==> src/rtl/regfile_wport_arb.sv <==
// regfile_wport_arb
//
// Arbitrates two writeback requesters (A: ALU, B: load/multi-cycle unit)
// onto the single register-file write port. Ties are broken round-robin
// from a registered last_grant flag, so a requester waits at most one cycle.
// The write port is registered: a handshake at edge N shows up on
// we3/wa3/wd3 during cycle N+1. Writes to the zero register (all-ones
// address) complete their handshake but never reach the register file.
//
// Ports
//   clk, reset               clock and synchronous active-high reset
//   a_valid/a_addr/a_data    requester A write request
//   a_ready                  requester A accepted this cycle
//   b_valid/b_addr/b_data    requester B write request
//   b_ready                  requester B accepted this cycle
//   we3/wa3/wd3              register-file write port
//   chk_addr/chk_hit         decode query: does the write on the port hit chk_addr
//   wr_count                 saturating count of committed writes

module regfile_wport_arb #(
  parameter int DW = 64,
  parameter int AW = 5
) (
  input  logic          clk,
  input  logic          reset,
  input  logic          a_valid,
  input  logic [AW-1:0] a_addr,
  input  logic [DW-1:0] a_data,
  output logic          a_ready,
  input  logic          b_valid,
  input  logic [AW-1:0] b_addr,
  input  logic [DW-1:0] b_data,
  output logic          b_ready,
  output logic          we3,
  output logic [AW-1:0] wa3,
  output logic [DW-1:0] wd3,
  input  logic [AW-1:0] chk_addr,
  output logic          chk_hit,
  output logic [15:0]   wr_count
);

  typedef enum logic {
    GRANT_A = 1'b0,
    GRANT_B = 1'b1
  } grant_t;

  localparam logic [AW-1:0] ZERO_REG = '1;

  grant_t        last_grant;
  logic [15:0]   count_q;
  logic          a_xfer;
  logic          b_xfer;
  logic          any_xfer;
  logic [AW-1:0] sel_addr;
  logic [DW-1:0] sel_data;

  // Grant logic: a lone requester always wins; on a tie the requester that
  // did not win last time gets ready. Nothing is accepted during reset.
  always_comb begin
    a_ready = 1'b0;
    b_ready = 1'b0;
    if (!reset) begin
      if (a_valid && (!b_valid || (last_grant == GRANT_B))) begin
        a_ready = 1'b1;
      end else if (b_valid) begin
        b_ready = 1'b1;
      end
    end
  end

  // Handshake detection and selection of the winning request's payload.
  always_comb begin
    a_xfer   = a_valid && a_ready;
    b_xfer   = b_valid && b_ready;
    any_xfer = a_xfer || b_xfer;
    sel_addr = a_xfer ? a_addr : b_addr;
    sel_data = a_xfer ? a_data : b_data;
  end

  // Registered write port, round-robin state and commit counter.
  // A zero-register write leaves wa3/wd3 untouched and is not counted.
  always_ff @(posedge clk) begin
    if (reset) begin
      we3        <= 1'b0;
      wa3        <= '0;
      wd3        <= '0;
      count_q    <= 16'd0;
      last_grant <= GRANT_B;
    end else begin
      if (a_xfer) begin
        last_grant <= GRANT_A;
      end else if (b_xfer) begin
        last_grant <= GRANT_B;
      end

      if (any_xfer && (sel_addr != ZERO_REG)) begin
        we3 <= 1'b1;
        wa3 <= sel_addr;
        wd3 <= sel_data;
        if (count_q != 16'hFFFF) begin
          count_q <= count_q + 16'd1;
        end
      end else begin
        we3 <= 1'b0;
      end
    end
  end

  // Forwarding/hazard query against the write currently on the port.
  always_comb begin
    chk_hit  = we3 && (wa3 == chk_addr) && (chk_addr != ZERO_REG);
    wr_count = count_q;
  end

endmodule

==> config.mk <==
export PLATFORM = sky130hd
export DESIGN_NAME = regfile_wport_arb
export DESIGN_NICKNAME = d
export VERILOG_FILES = /design/src/rtl/regfile_wport_arb.sv
export SDC_FILE = /design/constraint.sdc
export NUM_CORES = 1
export LEC_CHECK = 0
export BUFFER_PORTS_ARGS = -buffer_cell sky130_fd_sc_hd__buf_2
export CAP_MARGIN = 10
export CORE_MARGIN = 1.5
export CORE_UTILIZATION = 35
export DETAILED_ROUTE_END_ITERATION = 6
export GPL_ROUTABILITY_DRIVEN = 0
export GPL_TIMING_DRIVEN = 0
export PLACE_DENSITY = 0.69
export SYNTH_ARGS = -nofsm -noshare
export SYNTH_HDL_FRONTEND = slang
export SYNTH_SLANG_ARGS = --single-unit
==> constraint.sdc <==
create_clock -name clk -period 1.9 [get_ports clk]
set_input_delay 0.19 -clock clk [delete_from_list [all_inputs] [get_ports clk]]
set_output_delay 0.19 -clock clk [all_outputs]
set_load 0.03 [all_outputs]
* Word-level counts from Yosys, hierarchy flattened
Index checks and enable logic that the tools add are counted.
** Storage, ports and cells
- Input port bits :: 147
- Word-level logic and storage cells :: 31
- Output and inout port bits :: 89
- Register bits after elaboration :: 87
** Operators by class
- Mux-type cells :: 10
- Eq/ne operators :: 4
- Reductions and logical operators :: 11
- $add $sub $neg :: 1
** Operator list (number)
- $mux 64 :: 1
- $add 16x1->16 const B :: 1
- $ne 16x16->1 const B :: 1
- $ne 5x5->1 const B :: 2
- $mux 1 :: 8
- $logic_and 1x1->1 :: 6
- $eq 5x5->1 :: 1
- $mux 5 :: 1
- $logic_or 1x1->1 :: 2
- $reduce_and 2->1 :: 1
- $reduce_bool 2->1 :: 1
- $logic_not 1->1 :: 1

* Logic depth before layout (Yosys ltp)
- Depth in word-level cells :: 10
- Depth in mapped cells :: 7

* Worst setup path before layout
OpenSTA, ideal clock, no wires.
- Path kind :: register to register
- Start :: register count_q[4], in the netlist wr_count[4]
- End :: register count_q[15], in the netlist wr_count[15]
- Path slack :: -0.181 ns
- Arrival time :: 1.946 ns
- Library setup time :: 0.135 ns
- Clock period less this slack :: 2.081 ns
- Stages on the path, launching flop included :: 6
- Cell sequence :: dfxtp_1 > nand4_2 > or2_4 > or4_4 > o311ai_0 > o41ai_1
** On the way
- Longest elaborated chain between the ends :: 2
- Elaborated cells between the ends (all ways) :: 3
- Classes of those cells :: add/sub: 1; eq/ne: 1; reduce/logical: 1
** Ends and longest elaborated chain
- from (decl) :: RTL line 50 : logic [15:0] count_q;
- from (signal assigned) :: RTL line 101 : count_q <= count_q + 16'd1;
- parallel branches: the longest is 2 deep, another holds $add 16x1->16
Several ways; the timed one is not identified.
A chain may end at the register's enable or synchronous reset.

* Worst setup path after layout
- Start :: register count_q[5], in the netlist wr_count[5]
- End :: register count_q[13], in the netlist wr_count[13]
The elaborated chain is that of the path after synthesis.

==> flow_summary.yaml <==
status:
  outcome: "finished clean"
setup_path:
  path_depth: 5
  cp.required_ns: 2.16
  crit_slowest_cell: "or4_4"
  cp_data_arrival_time_ns: 2.10
  cp_slowest_stage_delay_ns: 0.54
  r2r_start: "wr_count[5]"
  cp_max_fo: 5
  critical-path-top-delay-family: "simple AND/OR/NAND/NOR gates"
  worst-path-buf-inv: 0
  endpoint: "wr_count[13]"
  critPathLaunch: "wr_count[5]"
  r2r_cells: 5
  worstPathCellList: "nand4_4, or2_4, or4_4, or3_1, a21oi_1"
  cp-start-kind: "flop"
  crit_type: "reg2reg"
  rrSetupSlack_ns: 0.06
  crit_path_end_kind: "flop"
  rr_endpoint: "wr_count[13]"
synth:
  async_reset_ff_share_pct: 0
  syn-num-nets: 579
  ys_ff_latch: 87
  avgSynthCellArea_um2: 9.22
  ys.flop_type: "dfxtp_1"
  ys_types: 40
  syn_area_mm2: 0.00398
  synth_cells: 431
  yosysWarnings: 0
  ys_seq_area_share_pct: 43.8
  synth-edff-count: 0
timing:
  setup_violations: 0
  rsz0062_at_grt: "no"
  maxSlewHeadroom_pct: 67.3
  tightest_slew_ns: 0.490
  setup_tns_ns: 0
  max_freq_mhz: 545
  finalCriticalPeriod_ns: 1.84
  fin_worst_skew_ns: 0.00402
  slew_viol_final: 0
  finalCritPeriodShare_pct: 96.6
  timing.final.hold_violations: 0
drt:
  drt_iter0_markers: 170
  routed_wl_um: 12300
  routed_via_density: 5.09
  dr.pass1.iters: 5
  num_vias: 4218
  drc: 0
  ant_nets: 0
  wl_per_cell_um: 14.8
placement:
  portBuffers: 234
  numPlacedInstances: 805
  hpwl_um: 9460
cts:
  hold_buffers: 0
  h-tree-depth: 3
  clock_latency_ns: 0.33
  cts_tree: "built"
  clkSlewWorstSetupHoldPaths_ns: 0.06
  cts.sinks: 87
  clock_path_buffers: 2
  root_buffer: "clkbuf_16"
  cts_buffers: 9
grt:
  grtUsageMet1_pct: 24.1
  grt_max_degree: 13
  grt_pass1_wl_um: 19100
  grt_util_met3_pct: 3.97
  overflow: 0
  met2_usage_pct: 36.2
  globalRouteTotalUtil_pct: 20.3
  top_usage_layer: "met2"
  grt_pass1_vias: 4060
  antenna_found_initial: 1
power:
  ir_worst_vdd_v: 0.000521
  power_density_mw_per_mm2: 821
  intPower_mw: 3.26
  p_sw_mw: 1.47
  power_mw: 4.74
  clkPwrFrac_pct: 32.4
  pwr-share-seq_pct: 43.3
  leakagePower_nw: 2.69
  swShare_pct: 31.1
  power_frac_comb_pct: 24.3
floorplan:
  initial_core_util_pct: 36.4
  die-area_mm2: 0.0120
  core_mm2: 0.0109
  die_y_um: 110
  num_rows: 38
  die_w_um: 110
  io_pins: 236
layout:
  final_util_pct: 52.7
  fillers: 1041
  instances_no_fill: 828
  final_nets: 832
  mostFrequentLayoutCell: "buf_2"
  area_delta_synth_final_pct: 45.0
  layout_common_cells: "buf_2, dfxtp_1, nor2_1"
  drive_gt1_share_pct: 44.7
worst_hold_path:
  hold_class: "in2reg"
flow_run:
  maxCapViolCount: 0
-- cell usage after synthesis, types with 2 or more instances --
cell type	n	area share [%]
nand2_1	9	0.85
dfxtp_1	87	44
nor3_1	7	0.88
buf_1	8	0.76
o311ai_0	6	1.3
mux2_2	2	0.57
o41ai_1	5	1.1
nand3_1	8	1.0
inv_1	7	0.66
or3_1	4	0.63
buf_2	5	0.63
o31ai_1	2	0.38
nor2b_1	3	0.47
clkbuf_1	21	2.0
nand4_1	6	0.94
mux2i_1	67	17
a21oi_1	9	1.1
xor2_1	3	0.66
a211oi_1	67	13
nor2_1	77	7.3
and3_1	3	0.47
o21ai_0	6	0.76
or4_1	2	0.38
-- how the worst min path moves through the flow --
stage / slack [ns] / depth (start not counted) / end / from
finish: 0.18 / 3 / wa3[2] / a_addr[2]
global route: 0.17 / 3 / wa3[2] / a_addr[2]
CTS: 0.16 / 3 / wa3[2] / a_addr[2]
detailed placement: 0.48 / 1 / wr_count[4] / wr_count[4]
global placement: 0.46 / 1 / wr_count[6] / wr_count[6]
floorplan: 0.37 / 2 / wa3[0] / a_addr[0]
-- worst min-delay path, stage by stage --
cell,delay (ns)
buf_2,0.12
nor2_1,0.10
nor3_1,0.05
-- power by group through the flow --
stage	sequential [mW]	clock, mW	combinational, mW
6_report	2.05	1.53	1.15
5_1_grt	2.07	1.63	1.25
4_1_cts	2.05	1.56	1.15
3_5_place_dp	2.09	0	1.13
3_3_place_gp	2.09	0	1.11
2_1_floorplan	2.37	0	0.425
-- registers in the layout, indices dropped and copies added, names as in the netlist --
| signal | count |
|---|---|
| wr_count | 16 |
| we3 | 1 |
| last_grant | 1 |
| wa3 | 5 |
| wd3 | 64 |
-- cell families (layout without fill, tap and decap cells) --
| kind of cell | Yosys count | in the layout | share of synthesized area (%) |
|---|---|---|---|
| compound gates | 100 | 100 | 18.4 |
| xor+xnor | 4 | 4 | 0.881 |
| fa+ha+maj | 1 | 1 | 0.315 |
| buf+inv | 42 | 298 | 4.12 |
| flops | 87 | 87 | 43.8 |
| mux | 69 | 69 | 17.4 |
| other cells | 0 | 1 | 0 |
| simple gates | 128 | 128 | 15.0 |
-- metal layers --
layer	vias to the layer above	routed length [µm]
li1	2095	-
met1	1930	5050
met2	172	6100
met3	19	901
met4	2	211
met5	-	17
-- timing repair --
item / 4_1_cts / 5_1_grt
setup endpoints to repair: 87 / 73
buffers inserted: 5 / 3
gates resized for setup: 25 / 34
pin swaps: 3 / 2
-- through the flow --
step	area, µm²	setup WS (ns)	hold slack (ns)
after floorplan	4000	-0.0432	0.373
after global placement	5340	-0.645	0.457
after detailed placement	5340	-0.652	0.477
after CTS	5680	0.0110	0.163
after global routing	5760	0.000481	0.172
final	5770	0.0646	0.177
-- cell type report --
cell class                 count  area (µm²)  area share [%]
multi-input combinational    302        2140            37.2
sequential                    87        1760            30.6
timing repair buffer         242        1230            21.4
clock buffer                  12         236            4.10
tap                          140         175            3.04
buffer                        34         171            2.97
inverter                       8        32.5           0.564
clock inverter                 2        10.0           0.174
antenna                        1        2.50          0.0434
Note: power is estimated with default switching activity, not from simulation.
